$ cat src/rtl/imem_loader_pkg.sv
// Shared definitions for the instruction memory loader.
// Instruction memory width is shared with the fetch stage.
`timescale 1ns/1ps
package imem_loader_pkg;

  // Word-address width of instruction memory (depth = 2**IMEM_ADDR_W words).
  localparam int IMEM_ADDR_W = 10;

  // Loader sequencing states.
  typedef enum logic [2:0] {
    LD_IDLE   = 3'd0,
    LD_LEN_LO = 3'd1,
    LD_LEN_HI = 3'd2,
    LD_DATA   = 3'd3,
    LD_CHECK  = 3'd4,
    LD_DONE   = 3'd5,
    LD_ERROR  = 3'd6
  } loader_state_e;

  // True in the states that consume bytes from the host link.
  function automatic logic loaderIsReceiving(input loader_state_e s);
    return (s == LD_LEN_LO) || (s == LD_LEN_HI) ||
           (s == LD_DATA)   || (s == LD_CHECK);
  endfunction

  // True in the states where a start pulse arms a new load.
  function automatic logic loaderCanStart(input loader_state_e s);
    return (s == LD_IDLE) || (s == LD_DONE) || (s == LD_ERROR);
  endfunction

endpackage

$ cat src/rtl/imem_loader_word_assembler.sv
// Packs incoming bytes little-endian into 32-bit words, keeps a running
// XOR checksum of every data byte, and pulses wordValid for one cycle
// after the fourth byte of a word has been taken.
`timescale 1ns/1ps
module imem_loader_word_assembler (
  input  logic        clk,
  input  logic        rst,
  input  logic        clear_i,
  input  logic        byte_valid_i,
  input  logic [7:0]  byte_i,
  output logic [1:0]  lane_o,
  output logic [31:0] word_o,
  output logic        word_valid_o,
  output logic [7:0]  checksum_o
);

  logic [1:0]  laneQ;
  logic [23:0] partialQ;
  logic [31:0] wordQ;
  logic        wordValidQ;
  logic [7:0]  checksumQ;

  // Lane placement, word completion and checksum accumulation; the
  // completed word is held until the next word completes so the memory
  // data bus stays stable between writes.
  always_ff @(posedge clk or posedge rst) begin
    if (rst) begin
      laneQ      <= 2'd0;
      partialQ   <= 24'd0;
      wordQ      <= 32'd0;
      wordValidQ <= 1'b0;
      checksumQ  <= 8'd0;
    end else if (clear_i) begin
      laneQ      <= 2'd0;
      partialQ   <= 24'd0;
      wordValidQ <= 1'b0;
      checksumQ  <= 8'd0;
    end else begin
      wordValidQ <= byte_valid_i && (laneQ == 2'd3);
      if (byte_valid_i) begin
        checksumQ <= checksumQ ^ byte_i;
        laneQ     <= laneQ + 2'd1;
        case (laneQ)
          2'd0:    partialQ[7:0]   <= byte_i;
          2'd1:    partialQ[15:8]  <= byte_i;
          2'd2:    partialQ[23:16] <= byte_i;
          default: wordQ           <= {byte_i, partialQ};
        endcase
      end
    end
  end

  assign lane_o       = laneQ;
  assign word_o       = wordQ;
  assign word_valid_o = wordValidQ;
  assign checksum_o   = checksumQ;

endmodule

$ cat src/rtl/imem_loader.sv
// Instruction memory loader: parses a length-prefixed, XOR-checked byte
// frame, writes the words to instruction memory from address 0 upward and
// keeps the processor in reset until a verified image is in place.
`timescale 1ns/1ps
module imem_loader
  import imem_loader_pkg::*;
#(
  parameter int ADDR_W = IMEM_ADDR_W
) (
  input  logic              clk,
  input  logic              rst,
  input  logic              start,
  input  logic [7:0]        s_data,
  input  logic              s_valid,
  output logic              s_ready,
  output logic              mem_we,
  output logic [ADDR_W-1:0] mem_addr,
  output logic [31:0]       mem_wdata,
  output logic              cpu_hold,
  output logic              load_done,
  output logic              load_error
);

  // Largest legal word count: the image may fill memory exactly.
  localparam logic [16:0] MAX_WORDS = 17'd1 << ADDR_W;

  loader_state_e     state_q, state_d;
  logic              s_ready_q;
  logic              cpu_hold_q;
  logic              load_done_q;
  logic              load_error_q;
  logic [15:0]       len_q;
  logic [ADDR_W:0]   word_cnt_q;
  logic [ADDR_W:0]   word_cnt_next;
  logic [ADDR_W-1:0] mem_addr_q;

  logic              accept;
  logic              arm;
  logic              data_byte;
  logic              word_done;
  logic              last_word;
  logic [15:0]       len_full;
  logic [1:0]        lane;
  logic [7:0]        checksum;
  logic [31:0]       asm_word;
  logic              asm_word_valid;

  assign accept        = s_valid && s_ready_q;
  assign arm           = start && loaderCanStart(state_q);
  assign data_byte     = accept && (state_q == LD_DATA);
  assign word_done     = data_byte && (lane == 2'd3);
  assign word_cnt_next = word_cnt_q + 1'b1;
  assign last_word     = (16'(word_cnt_next) == len_q);
  assign len_full      = {s_data, len_q[7:0]};

  imem_loader_word_assembler u_word_assembler (
    .clk          (clk),
    .rst          (rst),
    .clear_i      (arm),
    .byte_valid_i (data_byte),
    .byte_i       (s_data),
    .lane_o       (lane),
    .word_o       (asm_word),
    .word_valid_o (asm_word_valid),
    .checksum_o   (checksum)
  );

  // Next-state selection for the frame parser.
  always_comb begin
    state_d = state_q;
    case (state_q)
      LD_IDLE, LD_DONE, LD_ERROR: begin
        if (start) state_d = LD_LEN_LO;
      end
      LD_LEN_LO: begin
        if (accept) state_d = LD_LEN_HI;
      end
      LD_LEN_HI: begin
        if (accept) begin
          if ({1'b0, len_full} > MAX_WORDS) state_d = LD_ERROR;
          else if (len_full == 16'd0)      state_d = LD_CHECK;
          else                              state_d = LD_DATA;
        end
      end
      LD_DATA: begin
        if (word_done && last_word) state_d = LD_CHECK;
      end
      LD_CHECK: begin
        if (accept) state_d = (s_data == checksum) ? LD_DONE : LD_ERROR;
      end
      default: state_d = LD_IDLE;
    endcase
  end

  // State register, registered handshake/status outputs, length capture,
  // and the word counter that provides each write address.
  always_ff @(posedge clk or posedge rst) begin
    if (rst) begin
      state_q      <= LD_IDLE;
      s_ready_q    <= 1'b0;
      cpu_hold_q   <= 1'b1;
      load_done_q  <= 1'b0;
      load_error_q <= 1'b0;
      len_q        <= 16'd0;
      word_cnt_q   <= '0;
      mem_addr_q   <= '0;
    end else begin
      state_q      <= state_d;
      s_ready_q    <= loaderIsReceiving(state_d);
      cpu_hold_q   <= (state_d != LD_DONE);
      load_done_q  <= (state_d == LD_DONE);
      load_error_q <= (state_d == LD_ERROR);

      if (arm) begin
        word_cnt_q <= '0;
        len_q      <= 16'd0;
      end

      if (accept && (state_q == LD_LEN_LO)) len_q[7:0]  <= s_data;
      if (accept && (state_q == LD_LEN_HI)) len_q[15:8] <= s_data;

      if (word_done) begin
        mem_addr_q <= word_cnt_q[ADDR_W-1:0];
        word_cnt_q <= word_cnt_next;
      end
    end
  end

  assign s_ready    = s_ready_q;
  assign mem_we     = asm_word_valid;
  assign mem_addr   = mem_addr_q;
  assign mem_wdata  = asm_word;
  assign cpu_hold   = cpu_hold_q;
  assign load_done  = load_done_q;
  assign load_error = load_error_q;

endmodule

$ cat config.mk
export PLATFORM = sky130hd
export DESIGN_NAME = imem_loader
export DESIGN_NICKNAME = d
export VERILOG_FILES = /design/src/rtl/imem_loader_pkg.sv /design/src/rtl/imem_loader_word_assembler.sv /design/src/rtl/imem_loader.sv
export SDC_FILE = /design/constraint.sdc
export NUM_CORES = 1
export LEC_CHECK = 0
export ABC_AREA = 1
export BUFFER_PORTS_ARGS = -buffer_cell sky130_fd_sc_hd__buf_2
export CAP_MARGIN = 15
export CORE_MARGIN = 4
export CORE_UTILIZATION = 40
export CTS_CLUSTER_DIAMETER = 150
export DETAILED_ROUTE_END_ITERATION = 7
export PLACE_DENSITY = 0.66
export SYNTH_ARGS = -nofsm -noshare
export SYNTH_HDL_FRONTEND = slang
export SYNTH_SLANG_ARGS = --single-unit
$ cat constraint.sdc
create_clock -name clk -period 3.85 [get_ports clk]
set_input_delay 0.77 -clock clk [delete_from_list [all_inputs] [get_ports clk]]
set_output_delay 0.77 -clock clk [all_outputs]
set_load 0.01 [all_outputs]
After elaboration in Yosys (flattened, before gate mapping)
Index checks and enable logic that the tools add are counted.
W data, S select, Z words.
{"block": "word_totals", "ff_bits": 111, "output_inout_bits": 47, "elab_cells": 92}
{"block": "op_classes", "addsub": 2, "magnitude_cmp": 1, "n_eq_ne": 18, "mux": 24, "bitwise_logic": 3, "n_reduce_logical": 28}
{"cell": "$mux W8", "count": 7}
{"cell": "$mux W24", "count": 2}
{"cell": "$mux W11", "count": 2}
{"cell": "$mux W3", "count": 7}
{"cell": "$eq A3 B3 Y1 const B", "count": 6}
{"cell": "$eq A11 B16 Y1", "count": 1}
{"cell": "$gt A16 B11 Y1 const B", "count": 1}
{"cell": "$logic_not A16 Y1", "count": 1}
{"cell": "$mux W16", "count": 1}
{"cell": "$pmux W3 S5", "count": 1}
{"cell": "$reduce_bool A2 Y1", "count": 7}
{"cell": "$eq A3 B2 Y1 const B", "count": 4}
{"cell": "$add A11 B1 Y11 const B", "count": 1}
{"cell": "$eq A8 B8 Y1", "count": 1}
{"cell": "$xor A8 B8 Y8", "count": 1}
{"cell": "$logic_and A1 B1 Y1", "count": 7}
{"cell": "$eq A3 B1 Y1 const B", "count": 2}
{"cell": "$mux W2", "count": 3}
{"cell": "$reduce_and A2 Y1", "count": 3}
{"cell": "$reduce_or A3 Y1", "count": 2}
{"cell": "$logic_or A1 B1 Y1", "count": 5}
{"cell": "$eq A2 B2 Y1 const B", "count": 2}
{"cell": "$logic_not A3 Y1", "count": 1}
{"cell": "$ne A3 B3 Y1 const B", "count": 1}
{"cell": "other kinds (6)", "count": 7}

Longest topological paths before layout
{"block": "logic_depth", "word_depth": 10, "ltp_mapped": 14}

Hierarchy
Synthesis repeated with hierarchy kept, for this count alone.
{"block": "unflattened", "cells_unflattened": 698, "area_unflattened_um2": 5484.0}
{"module": "imem_loader_word_assembler", "n_inst": 1, "cells_each": 329, "area_per_inst_um2": 2877.8}
{"module": "imem_loader", "n_inst": 1, "cells_each": 369, "area_per_inst_um2": 2606.2}

Worst setup path after synthesis
Ideal clock, no wire load.
{"block": "synth_path", "path_kind": "input to register", "from": "in s_valid", "to": "reg s_ready_q (netlist: s_ready)", "setup_ns": 0.118, "arrival_ns": 1.789, "t_required_ns": 3.732, "slack_ns": 1.943, "cell_stages": 11, "path_cell_list": "nand2_1 > nor2_1 > nand2_1 > nor2_1 > nand3_1 > nor2_1 > nand4_1 > nand2_1 > nand3_1 > nand2_1 > nand2_1"}
{"block": "synth_via", "elab_chain_len": 10, "word_cells_on_any_way": 16}
{"item": "start: declaration", "line": "imem_loader.sv:14", "source": "input logic s_valid,"}
{"item": "$logic_and A1 B1 Y1 *", "line": "imem_loader.sv:48", "source": "assign accept = s_valid && s_ready_q;"}
{"item": "$logic_and A1 B1 Y1", "line": "imem_loader.sv:50", "source": "assign data_byte = accept && (state_q == LD_DATA);"}
{"item": "$logic_and A1 B1 Y1", "line": "imem_loader.sv:51", "source": "assign word_done = data_byte && (lane == 2'd3);"}
{"item": "$logic_and A1 B1 Y1", "line": "imem_loader.sv:86", "source": "if (word_done && last_word) state_d = LD_CHECK;"}
{"item": "$mux W3", "line": "imem_loader.sv:86"}
{"item": "$pmux W3 S5 *", "line": "imem_loader.sv:71", "source": "case (state_q)"}
{"item": "$eq A3 B1 Y1 or $eq A3 B2 Y1 (tied branches)", "line": "imem_loader_pkg.sv:22", "source": "return (s == LD_LEN_LO) || (s == LD_LEN_HI) ||"}
{"item": "$logic_or A1 B1 Y1 (2 in a row)", "line": "imem_loader_pkg.sv:22"}
{"item": "$logic_or A1 B1 Y1 *", "line": "imem_loader_pkg.sv:23", "source": "(s == LD_DATA) || (s == LD_CHECK);"}
{"item": "end signal: assignment", "line": "imem_loader.sv:109", "source": "s_ready_q <= loaderIsReceiving(state_d);"}
{"item": "end: declaration", "line": "imem_loader.sv:28", "source": "logic s_ready_q;"}
Mark *: on every way between the ends. The rest lies on a longest branch, timed or not.
A chain may end at the register's enable or synchronous reset.

Worst setup path in the final report
{"block": "layout_path", "from": "in s_valid", "to": "reg word_cnt_q[9]"}
{"block": "layout_via", "elab_chain_len": 4, "word_cells_on_any_way": 5}
{"item": "$logic_and A1 B1 Y1 *", "line": "imem_loader.sv:48"}
{"item": "$logic_and A1 B1 Y1 *", "line": "imem_loader.sv:50"}
{"item": "$logic_and A1 B1 Y1 *", "line": "imem_loader.sv:51"}
{"item": "$mux W11 or $reduce_bool A2 Y1 (tied branches)"}
{"item": "end signal: assignment", "line": "imem_loader.sv:124", "source": "word_cnt_q <= word_cnt_next;"}
{"item": "end: declaration", "line": "imem_loader.sv:33", "source": "logic [ADDR_W:0] word_cnt_q;"}
Marks and branches as above.

==> impl_summary.log <==
[metrics] result of the run: completed
[metrics] total of max-cap violations: 0
[metrics] Final TNS setup: 0 ns
[metrics] routed length per instance: 14.34 µm
[metrics] final count of hold timing violations: 0
[metrics] final-report setup violation count: 0
[metrics] critical path startpoint: s_valid
[metrics] number of instances resized during post-cts repair: 0
[metrics] worst setup path class: primary input to register
[metrics] CP endpoint kind: register
[metrics] antenna violations before repair: 0
[metrics] core occupancy in the finished layout: 46.74%
[metrics] area of the core region: 0.01201 mm²
[metrics] largest net degree at the start of global routing: 70
[metrics] Yosys top cell by area: sky130_fd_sc_hd__dfrtp_1
[metrics] startpoint type of the worst setup path: primary input
[metrics] primary flip-flop cell chosen by synthesis mapping: sky130_fd_sc_hd__dfrtp_1
[metrics] detailed-route DRC error count: 0
[metrics] worst reg-to-reg path cell count: 8
[metrics] first-pass GRT wire length: 19.14 mm
[metrics] nets in the synthesized netlist: 602
[metrics] number of input and output port buffers inserted: 58
[metrics] Final GP Congestion: 0.8446
[metrics] total congestion overflow after global routing: 0
[metrics] Clk pin slew, worst setup/hold paths: 0.07 ns
[metrics] net count reported at finish: 656
[metrics] share of layout cells above drive strength 1: 13.37%
[metrics] warning count from the yosys run: 0
[metrics] synthesized netlist cell count: 585
[metrics] Switch Pwr: 1114 µW
[metrics] proportion of power drawn by flip-flops and latches: 47.1%
[metrics] fraction of power spent switching nets: 33.48%
[metrics] buffers from clock root to sink, at most: 2
[metrics] Filler cells: 1171
[metrics] worst-case vdd ir drop: 0.2466 mV
[metrics] transition time at the pin with the least slew margin: 0.9651 ns
[metrics] clock network fraction of design power: 28.4%
[metrics] proportion of register bits with asynchronous set or reset after synthesis: 100.0%
[metrics] combined global-route utilization of all metal layers: 16.79%
[metrics] total of flip-flops plus latches after synthesis: 111
[metrics] number of vias after detailed routing: 3951
[metrics] Unique masters post-synth: 27
[metrics] pwr dens: 592.8 mW/mm²
[metrics] initial core utilization: 40.70%
[metrics] Logic pwr share: 24.5%
[metrics] final critical-path required period: 2.362 ns
[metrics] part of the Yosys area used for sequential elements: 56.85%
[metrics] setup slack on the worst flop-to-flop path: 1.58 ns
[metrics] library cell with the highest instance count after synthesis: sky130_fd_sc_hd__nand2_1
[metrics] clock tree from TritonCTS: built
[metrics] period utilization: 61.34%
[metrics] unrepaired setup endpoints after global routing: no
[metrics] detailed-routing iteration count for the pre-antenna-repair pass: 5
[metrics] post-synthesis compound-gate area fraction: 9.752%
[metrics] maximum level of the CTS H-tree: 3
[metrics] aggregate routed wire length: 11.33 mm
[metrics] post-detailed-placement half-perimeter wirelength: 8.028 mm
[metrics] I/O Pins: 59
[metrics] Internal Dissipation: 2214 µW
[metrics] number of CTS-inserted buffers: 9
[metrics] average footprint of a synthesized cell: 8.356 µm²
[metrics] number of buffers inserted by post-CTS setup repair: 0
[metrics] clock tree root buffer cell: sky130_fd_sc_hd__clkbuf_16
[metrics] Synth top cells by count: sky130_fd_sc_hd__nand2_1 (216), sky130_fd_sc_hd__dfrtp_1 (110), sky130_fd_sc_hd__inv_1 (61)
[metrics] static leakage: 0.003055 µW
[metrics] ratio of routed vias to standard cells: 5.001
[metrics] max frequency: 423.4 MHz
[metrics] xor/xnor share of the synthesized area: 1.612%
[metrics] number of enable-type register cells in the synthesized netlist: 0
[metrics] largest cells by area after synthesis: sky130_fd_sc_hd__dfrtp_1 (56%), sky130_fd_sc_hd__nand2_1 (17%), sky130_fd_sc_hd__o21ai_0 (5.2%)
[metrics] Slew headroom: 35.59%
[metrics] portion of synthesized cell area occupied by the leading cell type: 56.31%
[metrics] Critical R2R Launch: state_q[2]$_DFF_PP0_
[metrics] Slew Limit Fails: 0
[metrics] worst path required time: 4.11 ns
[metrics] type of the tightest min-delay check: register to register
[metrics] synthesized cell area: 0.004888 mm²
[metrics] ant diodes: 0
[metrics] combinational family with the most area after synthesis: simple AND/OR/NAND/NOR gates
[metrics] DRC violation total after the first TritonRoute iteration: 273
[metrics] Crit Reg-Reg Endpoint: word_cnt_q[9]$_DFFE_PP0P_
[metrics] quantity of hold-fixing buffers added after cts: 0
[metrics] data arrival at the endpoint of the critical path: 2.62 ns
[metrics] number of nets still failing antenna checks after routing: 0
[metrics] total number of placement rows: 40
[metrics] Post-Synth Adder-Cell Area: 1.280%
[metrics] Die Wd: 118.6 µm
[metrics] Setup crit end: word_cnt_q[9]$_DFFE_PP0P_
[metrics] source-to-sink clock delay at the later pin of the worst-skew pair: 0.35 ns
[metrics] simple logic cell fraction of the synthesized area: 23.60%
[metrics] vias in the first global route: 3926
[metrics] die height: 118.6 µm
[metrics] Clock Skews: 0.006404 ns
[metrics] sink count of the clock tree: 111
[metrics] Max FO, Critical Path: 29
[metrics] die area: 0.01405 mm²
[metrics] area delta synth->final: 14.85%
[metrics] post-synthesis mux area share: 0%
[critical path: stages]
cell and delay (ns):
sky130_fd_sc_hd__buf_2 0.08, sky130_fd_sc_hd__nand2_1 0.15, sky130_fd_sc_hd__nor2_1 0.14, sky130_fd_sc_hd__buf_4 0.18, sky130_fd_sc_hd__nand2_2 0.25, sky130_fd_sc_hd__inv_1 0.80
sky130_fd_sc_hd__nand3_1 0.13, sky130_fd_sc_hd__o21ai_0 0.12
[final cells by class]
| type | count | area [µm²] | area share [%] |
|---|---|---|---|
| flip-flops and latches | 111 | 2779 | 49.50 |
| multi-input cells | 390 | 1774 | 31.60 |
| repair buffers | 62 | 332.8 | 5.928 |
| inverters | 65 | 246.5 | 4.390 |
| clock buffers | 11 | 242.7 | 4.324 |
| well taps | 147 | 183.9 | 3.276 |
| clock inverters | 4 | 55.05 | 0.9806 |
[state kept, by name, indices dropped and copies added (netlist names)]
signal,flops
u_word_assembler.partialQ,24
load_done,1
u_word_assembler.word_valid_o,1
s_ready,1
state_q,3
word_cnt_q,11
mem_addr,10
u_word_assembler.lane_o,2
u_word_assembler.word_o,32
u_word_assembler.checksum_o,8
len_q,16
cpu_hold,1
load_error,1
[power groups by stage]
stage | Sequential, µW | Combinational [µW] | Clock (µW)
floorplan | 1560 | 634 | 0
global placement | 1580 | 785 | 0
detailed placement | 1590 | 813 | 0
CTS | 1570 | 820 | 965
global route | 1600 | 938 | 1020
finish | 1570 | 816 | 945
[worst min-delay path by stage]
| stage | from | endpoint | slack (ns) | cells past startpoint |
|---|---|---|---|---|
| floorplan | u_word_assembler.partialQ[0]$_DFFE_PP0P_ | u_word_assembler.word_o[0]$_DFFE_PP0P_ | 0.44 | 2 |
| global placement | u_word_assembler.partialQ[8]$_DFFE_PP0P_ | u_word_assembler.word_o[8]$_DFFE_PP0P_ | 0.45 | 2 |
| detailed placement | u_word_assembler.partialQ[8]$_DFFE_PP0P_ | u_word_assembler.word_o[8]$_DFFE_PP0P_ | 0.46 | 2 |
| CTS | u_word_assembler.partialQ[15]$_DFFE_PP0P_ | u_word_assembler.word_o[15]$_DFFE_PP0P_ | 0.47 | 2 |
| global route | u_word_assembler.partialQ[15]$_DFFE_PP0P_ | u_word_assembler.word_o[15]$_DFFE_PP0P_ | 0.50 | 2 |
| finish | u_word_assembler.partialQ[15]$_DFFE_PP0P_ | u_word_assembler.word_o[15]$_DFFE_PP0P_ | 0.47 | 2 |
[cell families (layout without fill, tap and decap cells)]
| kind of cell | Yosys count | after routing |
|---|---|---|
| AND/OR/NAND/NOR | 289 | 289 |
| flip-flops | 111 | 111 |
| AO/OA/AOI/OAI | 87 | 87 |
| buffers and inverters | 84 | 142 |
| XOR/XNOR | 9 | 9 |
| adder cells (fa/ha/maj) | 5 | 5 |
[metal layers]
layer | wire [µm] | track usage (%) | up-vias
met3 | 462 | 2.201 | 14
met4 | 229 | 6.807 | 0
met5 | 0 | 0 | -
met1 | 5602 | 24.53 | 1876
li1 | - | - | 1959
met2 | 5031 | 25.33 | 102
[placed cells by master (no fill, tap or decap), types with 2 or more instances in the layout]
master                      Yosys  layout
sky130_fd_sc_hd__o22ai_1       19      19
sky130_fd_sc_hd__o21ai_0       51      51
sky130_fd_sc_hd__clkbuf_16      0       9
sky130_fd_sc_hd__buf_2          9      58
sky130_fd_sc_hd__buf_4          1       3
sky130_fd_sc_hd__nand2_2        1       2
sky130_fd_sc_hd__nor2_1        29      29
sky130_fd_sc_hd__inv_1         61      60
sky130_fd_sc_hd__ha_1           5       5
sky130_fd_sc_hd__nand4_1        7       7
sky130_fd_sc_hd__nor2_2         3       3
sky130_fd_sc_hd__a22oi_1        5       5
sky130_fd_sc_hd__a21oi_1        9       9
sky130_fd_sc_hd__dfrtp_1      110     110
sky130_fd_sc_hd__xnor2_1        4       4
sky130_fd_sc_hd__xor2_1         5       5
sky130_fd_sc_hd__nor3_1         2       2
sky130_fd_sc_hd__inv_2          3       3
sky130_fd_sc_hd__nand2_1      216     215
sky130_fd_sc_hd__nand3_1       31      31
[metrics by stage]
step | instances | hold slack (ns) | power (µW) | area, µm² | setup slack (ns)
global placement | 775 | 0.4523 | 2366 | 5316 | 1.144
finish | 790 | 0.4722 | 3328 | 5614 | 1.488
floorplan | 585 | 0.4422 | 2190 | 4888 | 0.1510
CTS | 790 | 0.4747 | 3353 | 5614 | 1.489
detailed placement | 775 | 0.4571 | 2402 | 5316 | 1.096
global route | 790 | 0.4971 | 3558 | 5614 | 1.256
No activity file was read; power rests on OpenSTA's default activity.
